==> src/rtl/osc_bank_pkg.sv <==
// Shared definitions for the time-multiplexed oscillator bank:
// configuration select encodings and control-word bit positions.
package osc_bank_pkg;

   typedef enum logic [1:0] {
      SEL_PERIOD0 = 2'd0,
      SEL_PERIOD1 = 2'd1,
      SEL_CTRL    = 2'd2,
      SEL_RSVD    = 2'd3
   } cfg_sel_e;

   // Control word layout carried in cfg_data[1:0]
   localparam int CTRL_EN_BIT      = 0;
   localparam int CTRL_ONESHOT_BIT = 1;

endpackage

==> src/rtl/osc_bank_if.sv <==
// Configuration / trigger bus of the oscillator bank.
// master = controller side, slave = osc_bank side.
interface osc_bank_if #(
   parameter int NUM_CH      = 4,
   parameter int PERIOD_BITS = 8
);
   localparam int CW = $clog2(NUM_CH);

   logic                   cfg_we;
   logic [CW-1:0]          cfg_ch;
   logic [1:0]             cfg_sel;
   logic [PERIOD_BITS-1:0] cfg_data;
   logic                   sync;
   logic                   trig_valid;
   logic [CW-1:0]          trig_ch;
   logic [NUM_CH-1:0]      trig_flags;
   logic [NUM_CH-1:0]      trig_clr;

   modport master (
      output cfg_we, cfg_ch, cfg_sel, cfg_data, sync, trig_clr,
      input  trig_valid, trig_ch, trig_flags
   );

   modport slave (
      input  cfg_we, cfg_ch, cfg_sel, cfg_data, sync, trig_clr,
      output trig_valid, trig_ch, trig_flags
   );
endinterface

==> src/rtl/osc_bank_osc_step.sv <==
// osc_step: per-visit arithmetic of one oscillator channel. Purely
// combinational; a single instance is shared by all channels of the bank.
// A disarmed or disabled channel holds its counter.
module osc_step #(
   parameter int PERIOD_BITS = 8,
   parameter int LOG2_STEP   = 0
) (
   input  logic [PERIOD_BITS-1:0] counter,
   input  logic [PERIOD_BITS-1:0] period0,
   input  logic [PERIOD_BITS-1:0] period1,
   input  logic                   enable,
   input  logic                   armed,
   output logic                   trigger,
   output logic [PERIOD_BITS-1:0] next
);
   localparam logic [PERIOD_BITS-1:0] STEP =
      {{(PERIOD_BITS-1){1'b0}}, 1'b1} << LOG2_STEP;

   // Trigger when the counter bits above the step granularity are all zero,
   // then reload with the selected period minus one step (wrapping).
   always_comb begin
      trigger = enable & armed & (counter[PERIOD_BITS-1:LOG2_STEP] == '0);
      if (enable & armed) begin
         next = counter + (trigger ? period1 : period0) - STEP;
      end else begin
         next = counter;
      end
   end
endmodule

==> src/rtl/osc_bank.sv <==
// osc_bank: NUM_CH time-multiplexed oscillator channels visited round-robin,
// one channel per clock. Optional one-shot support is compiled in with the
// macro OSC_BANK_ONESHOT_EN; without it every channel free-runs.
module osc_bank
   import osc_bank_pkg::*;
#(
   parameter int NUM_CH      = 4,
   parameter int PERIOD_BITS = 8,
   parameter int LOG2_STEP   = 0
) (
   input  logic     clk,
   input  logic     reset,
   osc_bank_if.slave bus
);
   localparam int CW = $clog2(NUM_CH);

   logic [NUM_CH-1:0][PERIOD_BITS-1:0] cnt_q, cnt_d;
   logic [NUM_CH-1:0][PERIOD_BITS-1:0] p0_q, p0_d;
   logic [NUM_CH-1:0][PERIOD_BITS-1:0] p1_q, p1_d;
   logic [NUM_CH-1:0]                  en_q, en_d;
   logic [NUM_CH-1:0]                  flags_q, flags_d;
   logic [NUM_CH-1:0]                  armed_v;
   logic [CW-1:0]                      scan_q, scan_d;
   logic [CW-1:0]                      trig_ch_q, trig_ch_d;
   logic                               trig_valid_q, trig_valid_d;
   logic                               step_trig_s;
   logic [PERIOD_BITS-1:0]             step_next_s;

`ifdef OSC_BANK_ONESHOT_EN
   logic [NUM_CH-1:0] os_q, os_d;
   logic [NUM_CH-1:0] armed_q, armed_d;
   assign armed_v = armed_q;
`else
   assign armed_v = '1;
`endif

   osc_step #(
      .PERIOD_BITS (PERIOD_BITS),
      .LOG2_STEP   (LOG2_STEP)
   ) u_step (
      .counter (cnt_q[scan_q]),
      .period0 (p0_q[scan_q]),
      .period1 (p1_q[scan_q]),
      .enable  (en_q[scan_q]),
      .armed   (armed_v[scan_q]),
      .trigger (step_trig_s),
      .next    (step_next_s)
   );

   assign bus.trig_valid = trig_valid_q;
   assign bus.trig_ch    = trig_ch_q;
   assign bus.trig_flags = flags_q;

   // Next-state: visit update, sync override, then configuration writes.
   always_comb begin
      cnt_d        = cnt_q;
      p0_d         = p0_q;
      p1_d         = p1_q;
      en_d         = en_q;
      flags_d      = flags_q & ~bus.trig_clr;
      trig_valid_d = 1'b0;
      trig_ch_d    = trig_ch_q;
`ifdef OSC_BANK_ONESHOT_EN
      os_d         = os_q;
      armed_d      = armed_q;
`endif
      if (scan_q == CW'(NUM_CH - 1)) begin
         scan_d = '0;
      end else begin
         scan_d = scan_q + CW'(1);
      end

      // Visit of the current channel (uses pre-write register values)
      cnt_d[scan_q] = step_next_s;

      if (bus.sync) begin
         // sync zeroes every counter, re-arms, and hides this visit's trigger
         cnt_d = '0;
`ifdef OSC_BANK_ONESHOT_EN
         armed_d = '1;
`endif
      end else if (step_trig_s) begin
         trig_valid_d    = 1'b1;
         trig_ch_d       = scan_q;
         flags_d[scan_q] = 1'b1;
`ifdef OSC_BANK_ONESHOT_EN
         if (os_q[scan_q]) begin
            armed_d[scan_q] = 1'b0;
         end else begin
            armed_d[scan_q] = armed_q[scan_q];
         end
`endif
      end else begin
         trig_valid_d = 1'b0;
      end

      if (bus.cfg_we) begin
         case (bus.cfg_sel)
            SEL_PERIOD0: p0_d[bus.cfg_ch] = bus.cfg_data;
            SEL_PERIOD1: p1_d[bus.cfg_ch] = bus.cfg_data;
            SEL_CTRL: begin
               en_d[bus.cfg_ch] = bus.cfg_data[CTRL_EN_BIT];
`ifdef OSC_BANK_ONESHOT_EN
               os_d[bus.cfg_ch] = bus.cfg_data[CTRL_ONESHOT_BIT];
               if (bus.cfg_data[CTRL_EN_BIT]) begin
                  armed_d[bus.cfg_ch] = 1'b1;
               end else begin
                  armed_d[bus.cfg_ch] = armed_d[bus.cfg_ch];
               end
`endif
            end
            default: begin
               // reserved select: write ignored
            end
         endcase
      end else begin
         p0_d = p0_d;
      end
   end

   // State registers with synchronous active-high reset.
   always_ff @(posedge clk) begin
      if (reset) begin
         cnt_q        <= '0;
         p0_q         <= '0;
         p1_q         <= '0;
         en_q         <= '0;
         flags_q      <= '0;
         scan_q       <= '0;
         trig_ch_q    <= '0;
         trig_valid_q <= 1'b0;
`ifdef OSC_BANK_ONESHOT_EN
         os_q         <= '0;
         armed_q      <= '1;
`endif
      end else begin
         cnt_q        <= cnt_d;
         p0_q         <= p0_d;
         p1_q         <= p1_d;
         en_q         <= en_d;
         flags_q      <= flags_d;
         scan_q       <= scan_d;
         trig_ch_q    <= trig_ch_d;
         trig_valid_q <= trig_valid_d;
`ifdef OSC_BANK_ONESHOT_EN
         os_q         <= os_d;
         armed_q      <= armed_d;
`endif
      end
   end
endmodule

==> src/flat_wrapper.sv <==
// flat-port wrapper written by rule: the top's interface ports become plain ports
module osc_bank_flat import osc_bank_pkg::*;
#(
   parameter int NUM_CH      = 4,
   parameter int PERIOD_BITS = 8,
   parameter int LOG2_STEP   = 0
)
  (clk, reset, bus_cfg_we, bus_cfg_ch, bus_cfg_sel, bus_cfg_data, bus_sync, bus_trig_clr, bus_trig_valid, bus_trig_ch, bus_trig_flags);
  osc_bank_if #(.NUM_CH(NUM_CH), .PERIOD_BITS(PERIOD_BITS)) bus_i ();
  input  logic clk;
  input  logic reset;
  input wire logic [$bits(bus_i.cfg_we)-1:0] bus_cfg_we;
  input wire logic [$bits(bus_i.cfg_ch)-1:0] bus_cfg_ch;
  input wire logic [$bits(bus_i.cfg_sel)-1:0] bus_cfg_sel;
  input wire logic [$bits(bus_i.cfg_data)-1:0] bus_cfg_data;
  input wire logic [$bits(bus_i.sync)-1:0] bus_sync;
  input wire logic [$bits(bus_i.trig_clr)-1:0] bus_trig_clr;
  output wire logic [$bits(bus_i.trig_valid)-1:0] bus_trig_valid;
  output wire logic [$bits(bus_i.trig_ch)-1:0] bus_trig_ch;
  output wire logic [$bits(bus_i.trig_flags)-1:0] bus_trig_flags;
  assign bus_i.cfg_we = bus_cfg_we;
  assign bus_i.cfg_ch = bus_cfg_ch;
  assign bus_i.cfg_sel = bus_cfg_sel;
  assign bus_i.cfg_data = bus_cfg_data;
  assign bus_i.sync = bus_sync;
  assign bus_i.trig_clr = bus_trig_clr;
  assign bus_trig_valid = bus_i.trig_valid;
  assign bus_trig_ch = bus_i.trig_ch;
  assign bus_trig_flags = bus_i.trig_flags;
  osc_bank #(.NUM_CH(NUM_CH), .PERIOD_BITS(PERIOD_BITS), .LOG2_STEP(LOG2_STEP)) u_core (.clk(clk), .reset(reset), .bus(bus_i));
endmodule
==> config.mk <==
export PLATFORM = sky130hd
export DESIGN_NAME = osc_bank_flat
export DESIGN_NICKNAME = d
export VERILOG_FILES = /design/src/rtl/osc_bank_pkg.sv /design/src/rtl/osc_bank_if.sv /design/src/rtl/osc_bank_osc_step.sv /design/src/rtl/osc_bank.sv /design/src/flat_wrapper.sv
export SDC_FILE = /design/constraint.sdc
export NUM_CORES = 1
export LEC_CHECK = 0
export BUFFER_PORTS_ARGS = -buffer_cell sky130_fd_sc_hd__buf_2
export CAP_MARGIN = 25
export CELL_PAD_IN_SITES_DETAIL_PLACEMENT = 1
export CELL_PAD_IN_SITES_GLOBAL_PLACEMENT = 1
export CORE_MARGIN = 2
export CORE_UTILIZATION = 50
export CTS_BUF_LIST = sky130_fd_sc_hd__clkbuf_8
export DETAILED_ROUTE_END_ITERATION = 7
export GPL_TIMING_DRIVEN = 0
export PLACE_DENSITY_LB_ADDON = 0.1
export SLEW_MARGIN = 15
export SYNTH_ARGS = -nofsm -noshare
export SYNTH_HDL_FRONTEND = slang
export SYNTH_SLANG_ARGS = --single-unit
==> constraint.sdc <==
create_clock -name clk -period 5.44 [get_ports clk]
set_clock_uncertainty 0.15 [all_clocks]
set_input_delay 0.272 -clock clk [delete_from_list [all_inputs] [get_ports clk]]
set_output_delay 0.272 -clock clk [all_outputs]
set_load 0.01 [all_outputs]
# Yosys cells after proc, flatten, opt, wreduce, memory -nomap -nowiden
# Index checks and enable logic that the tools add are counted.
op_classes:
  add_sub_neg: 3
  order_cmp: 4
  n_eq_ne: 3
  muxes: 27
  n_bitwise: 6
  reduce_logical: 10
op_table:
  columns: ["cell", "count"]
  rows:
  - ["bitwise mux 32 bit", 3]
  - ["two-way mux 8 bit", 7]
  - ["binary-select mux 8 bit (select 2 bit)", 3]
  - ["demux 8 bit (select 2 bit)", 2]
  - ["adder 8 bit", 1]
  - ["logical NOT 8 bit", 1]
  - ["two-way mux 4 bit", 2]
  - ["AND reduction 2 bit", 4]
  - ["subtractor 8 x 1 -> 8 bit, second input constant", 1]
  - ["< comparator 2 x 3 -> 1 bit, second input constant", 2]
  - ["two-way mux 1 bit", 5]
  - ["bitwise AND 4 bit", 1]
  - ["binary-select mux 1 bit (select 2 bit)", 2]
  - ["bitwise mux 4 bit", 1]
  - ["demux 1 bit (select 2 bit)", 2]
  - ["equality test 2 bit, second input constant", 2]
  - ["greater-or-equal comparator 2 x 1 -> 1 bit, second input constant", 2]
  - ["inverter 4 bit", 1]
  - ["bitwise OR 4 bit", 1]
  - ["OR reduction 2 bit", 2]
  - ["adder 2 x 1 -> 2 bit, second input constant", 1]
  - ["bitwise AND 1 bit", 2]
  - ["equality test 2 x 1 -> 1 bit, second input constant", 1]
  - ["logical AND 1 bit", 2]
  - ["other kinds (2)", 2]
word_totals:
  register_bits: 109
  input_bits: 20
  output_inout_bits: 7

# Depth between registers and ports, before layout
logic_depth:
  word_depth: 9
  depth_mapped: 17
  depth_no_buf: 15

# By module
# From an unflattened synthesis, not the netlist that was laid out.
unflattened:
  hier_cells: 504
  area_unflattened_um2: 5490.3
modules_own_cells:
  columns: ["module", "instances", "cells_per_inst", "area_each_um2"]
  rows:
  - ["osc_bank", 1, 423, 4908.5]
  - ["osc_step", 1, 81, 581.8]

# Worst setup path after synthesis
# Ideal clock, no wire load.
synth_path:
  path_type: "register to register"
  start: "register u_core.scan_q[0]"
  end: "register u_core.cnt_q[15] in the netlist's numbering"
  setup_ps: 114
  t_arrival_ps: 4104
  t_required_ps: 5176
  setup_slack_ps: 1072
  path_stages_with_launch: 17
  period_less_slack_ps: 4368
  path_cell_list: "dfxtp_1 > buf_6 > mux4_1 > nor4_4 > nand4_4 > mux4_1 > ha_1 > inv_1 > ha_1 > fa_1 > a211oi_1 > o21bai_1 > a21oi_1 > xnor2_1 > xnor2_1 > and3_4 > a21o_1"
synth_via:
  elab_chain_cells: 9
synth_rtl:
  columns: ["item", "line", "source"]
  rows:
  - ["start: declaration", "osc_bank.sv:23", "logic [CW-1:0] scan_q, scan_d;"]
  - ["start signal: assignment", "osc_bank.sv:142", "scan_q <= scan_d;"]
  - ["binary-select mux 8 bit (select 2 bit), or another cell as far along", "osc_bank.sv:41", ".counter (cnt_q[scan_q]),"]
  - ["two-way mux 8 bit (not written as such), or another cell as far along", "osc_bank.sv:41", null]
  - ["logical NOT 8 bit / bitwise AND 1 bit (equally long branches)", "osc_bank_osc_step.sv:22, osc_bank_osc_step.sv:23", null]
  - ["bitwise AND 1 bit", "osc_bank_osc_step.sv:22", "trigger = enable & armed & (counter[PERIOD_BITS-1:LOG2_STEP] == '0);"]
  - ["two-way mux 8 bit", "osc_bank_osc_step.sv:24", "next = counter + (trigger ? period1 : period0) - STEP;"]
  - ["adder 8 bit", "osc_bank_osc_step.sv:24", null]
  - ["subtractor 8 x 1 -> 8 bit", "osc_bank_osc_step.sv:24", null]
  - ["two-way mux 8 bit", "osc_bank_osc_step.sv:23", "if (enable & armed) begin"]
  - ["bitwise mux 32 bit (*)", "osc_bank.sv:74", "cnt_d[scan_q] = step_next_s;"]
  - ["end signal: assignment", "osc_bank.sv:137", "cnt_q <= cnt_d;"]
  - ["end: declaration", "osc_bank.sv:17", "logic [NUM_CH-1:0][PERIOD_BITS-1:0] cnt_q, cnt_d;"]
# Mark *: on every way between the ends. The rest lies on a longest branch, timed or not. The select of a mux whose other input is x is not followed.
# A chain may end at the register's enable or synchronous reset.

# Worst setup path after layout
layout_path:
  start: "register u_core.scan_q[0]"
  end: "register u_core.cnt_q[7] in the netlist's numbering"
# Same word-level chain as after synthesis.

==> impl.org <==
** Run status
- The run finished with clean final reports.

** Power
- Combinational share of power :: 16.8%
- Worst-case vdd ir drop :: 0.0001539 V
- Cell internal power was estimated by the tool at 0.001097 W.
- Fraction of power consumed by sequential logic :: 53.1%
- The clock network burns 30.1% of the power.
- The analysis attributes to cell leakage a power of 2.388 nW.
- The analysis attributes to net switching a power of 0.0004606 W.
- For this design the ratio of total power to cell area is 273.9 nW/um2.
- Sum of internal, switching and leakage power :: 0.001558 W
- Switching part of the total power :: 29.57%

** Timing
- In this run the tightest slew margin relative to its limit is 35.02%.
- Hold violation total from the final report :: 0
- FMAX :: 203.9 MHz
- Part of the cycle the worst path needs :: 90.16%
- At the pin with the least slew margin, the transition time is 0.9711 ns.
- Setup repair after global routing left no endpoint under its margin.
- Setup slack closes at 0.5354 ns.
- The final-report max-slew violation count is 0.
- Setup TNS :: 0 ns
- Subtracting the final worst setup slack from the clock period gives 4.905 ns.
- Setup violations remaining at the end of the flow were counted as 0.

** Final layout
- At the end of the flow the core is filled with cells to 55.60%.
- Counting the fill cells in the layout gives 1162.
- Post-layout nets :: 588
- For this run, the number of standard cells in the final layout without fillers is 691.
- Leaving out fill and tap cells, the most frequent cells in the layout are dfxtp_1 (109), nor2_1 (107), mux2i_1 (104).
- Relative to the synthesized area, the layout overhead comes to 8.678%.
- The library cell used most frequently in the layout, excluding fill and tap cells, is dfxtp_1.
- Ratio of cells with drive above 1 in the final layout :: 9.009%
- Antenna cells :: 0

** Worst setup path
- In this run the critical register-to-register path is launched from u_core.scan_q[0]$_SDFF_PP0_.
- Slowest cell on the critical path :: mux4_2
- The worst setup path is launched from a flop.
- At the worst endpoint, the required time is 5.57 ns.
- Grouping stages by cell kind, the critical path spends the most delay in multiplexers.
- The signal on the critical path passes through buf_6 > buf_12 > mux4_2 > nor3_2 > nand4_4 > mux4_1 > ha_1 > inv_1 > ha_1 > fa_1 > a211oi_1 > o21bai_1 > a21oi_1 > xnor2_1 > xnor2_1 > and3_4 > a21o_1.
- On the worst path, the slowest cell contributes a delay of 0.57 ns.
- Together, buffers and inverters on the worst path number 3.
- In this run the worst path has a maximum fanout of 10.
- Startpoint of the most critical setup path :: u_core.scan_q[0]$_SDFF_PP0_
- Endpoint class of the critical path :: flop
- The worst setup path is of the flop to flop kind.
- Data arrives at the worst endpoint at 5.04 ns.

** Drt
- Via/cell ratio :: 5.608
- For this block, the routed nets add up to 13.59 mm of wire.
- After detailed routing, the number of remaining DRC violations is 0.
- Starting DRC count in detailed routing :: 150
- In this run the remaining antenna-violating nets after routing total 0.
- Drt first pass iters :: 4
- The routed layout has 3875 vias.
- Drt wl/cell :: 19.67 um

** Die
- Initial standard-cell utilization of the core :: 51.16%
- From bottom edge to top edge, the die measures 106.3 um.
- The die covers 11300 um2.
- I/O Pins :: 27
- The region available for standard cell placement spans 10230 um2.
- Rows :: 37
- From left edge to right edge, the die measures 106.3 um.

** Synthesis
- Number of nets produced by synthesis :: 557
- Dividing the synthesized area by the synthesized cell count gives 10.08 um2.
- Yosys warning count :: 0
- After synthesis the netlist holds a flip-flop and latch count of 109.
- FFs w/ async S/R, synth :: 0%
- In this run the cell area of the synthesized design comes to 5234 um2.
- Number of enable-type register cells in the synthesized netlist :: 0
- Sequential cells were found to cover 41.69% of the synthesized design area.
- Number of library cell types mapped by synthesis :: 36
- Synthesized netlist cell count :: 519
- Top FF cell, synth :: dfxtp_1

** Global route
- Global routing consumed, over all layers together, 25.58% of the routing resources.
- Summed over all layers, the global routing overflow is 0.
- Largest net degree at the start of global routing :: 18
- The via count of the first global-routing pass is 4097.
- The number of antenna violations at the first check in global routing came to 0.
- The first global-routing pass estimated 21.99 mm of wire.

** Clock network
- CTS clk-pin slew, worst paths :: 0.11 ns
- Clock tree from TritonCTS :: done
- Post-cts repair resize count :: 0
- The number of setup buffers added after CTS is 0.
- TritonCTS created 9 clock buffers.
- For this design, the sink count on the clock tree is 109.
- The root buffer cell chosen for the clock tree is clkbuf_8.
- No sink is reached through more buffers than the 2 on the longest clock path.
- CTS H-Tree Depth :: 3
- The later pin in the worst-skew pair is clocked with a latency of 0.38 ns.
- Buffers inserted to repair hold after CTS numbered 1.

** Place
- The HPWL after detailed placement is 10.02 mm.
- Routability-driven placement finished with a final weighted congestion of 0.8495.
- Worst-case setup slack after placement :: 0.5127 ns
- Placed Cells :: 673
- I/O Buffers :: 18

** Min path
- Worst hold start :: bus_trig_clr[3]
- In this run the worst hold path is classified as input port to flop.

** Flow run
- Number of maximum-capacitance constraint violations :: 0
-- power by group through the flow --
stage	registers, W	logic, W	clock network [W]
floorplan	0.000841	0.000191	0
finish	0.000828	0.000262	0.000468
CTS	0.000827	0.000263	0.000471
global route	0.000830	0.000287	0.000506
detailed placement	0.000846	0.000261	0
global placement	0.000844	0.000254	0
-- cell usage after synthesis, types with 2 or more instances --
| cell | count | area (um2) |
|---|---|---|
| mux4_1 | 11 | 289.0 |
| inv_1 | 21 | 78.83 |
| nor2_1 | 107 | 401.6 |
| nor3_1 | 2 | 10.01 |
| nand2b_1 | 3 | 18.77 |
| a21o_1 | 5 | 37.54 |
| dfxtp_1 | 109 | 2182 |
| nand3b_1 | 4 | 30.03 |
| o21ai_0 | 14 | 70.07 |
| nor3b_1 | 2 | 15.01 |
| a21oi_1 | 15 | 75.07 |
| xnor2_1 | 4 | 35.03 |
| mux2i_1 | 104 | 1041 |
| o21bai_1 | 2 | 15.01 |
| clkbuf_1 | 31 | 116.4 |
| ha_1 | 17 | 212.7 |
| a211oi_1 | 21 | 157.7 |
| nand2_1 | 14 | 52.55 |
| xor2_1 | 2 | 17.52 |
| nor2b_1 | 4 | 25.02 |
| or3_1 | 2 | 12.51 |
| mux4_2 | 7 | 157.7 |
| buf_1 | 5 | 18.77 |
-- area by class of cell --
type	count	area [um2]	area share (%)
multi-input combinational	349	2789	49.03
sequential	109	2182	38.36
buffer	39	180.2	3.168
tap	136	170.2	2.992
clock buffer	10	137.6	2.420
timing repair buffer	20	107.6	1.892
inverter	22	82.58	1.452
clock inverter	6	38.79	0.6819
-- cell families (layout without fill, tap and decap cells) --
family	count (synthesis)	after routing	share of synthesized area, %
AOI/OAI and AO/OA	58	58	6.957
DFF	109	109	41.69
and+or+nand+nor	144	144	12.24
muxes	123	123	28.64
xor gates and xnor gates	6	6	1.004
adders and majority gates	18	18	4.447
buffers and inverters	61	97	5.020
-- sequential cells by signal (all words and copies together) (netlist names) --
signal / cells
u_core.cnt_q: 32
u_core.p0_q: 32
u_core.p1_q: 32
u_core.bus.trig_flags: 4
u_core.en_q: 4
u_core.bus.trig_ch: 2
u_core.scan_q: 2
u_core.bus.trig_valid: 1
-- layer usage --
layer | vias to the layer above | GRT usage, % | wire length [um] | share of wire (%)
li1 | 1860 | - | - | -
met1 | 1947 | 32.19 | 6184 | 46
met2 | 44 | 44.83 | 6813 | 50
met3 | 24 | 3.004 | 255 | 1.9
met4 | 0 | 9.774 | 337 | 2.5
met5 | - | 0 | 0 | 0
-- per-stage QoR --
step                      area, um2  hold WS (ns)
final                          5688       0.04082
after global routing           5688       0.03930
after CTS                      5680       0.03614
after detailed placement       5494        0.3150
after global placement         5494        0.3075
after floorplan                5234        0.2691
-- final timing paths --
path                                              end  slack [ns]  cells past startpoint
setup / recovery         u_core.cnt_q[7]$_SDFFE_PP0P_        0.54                     17
hold / removal    u_core.bus.trig_flags[3]$_SDFF_PP0_        0.04                      4
setup reg to reg         u_core.cnt_q[7]$_SDFFE_PP0P_        0.54                     17
hold reg to reg           u_core.en_q[1]$_SDFFE_PP0P_        0.33                      2
-- tightest hold or removal path: stages --
cell and delay (ns):
buf_2 0.07, nor2b_1 0.03, a21oi_1 0.11, nor2_1 0.05
(Power assumes the default switching activity.)
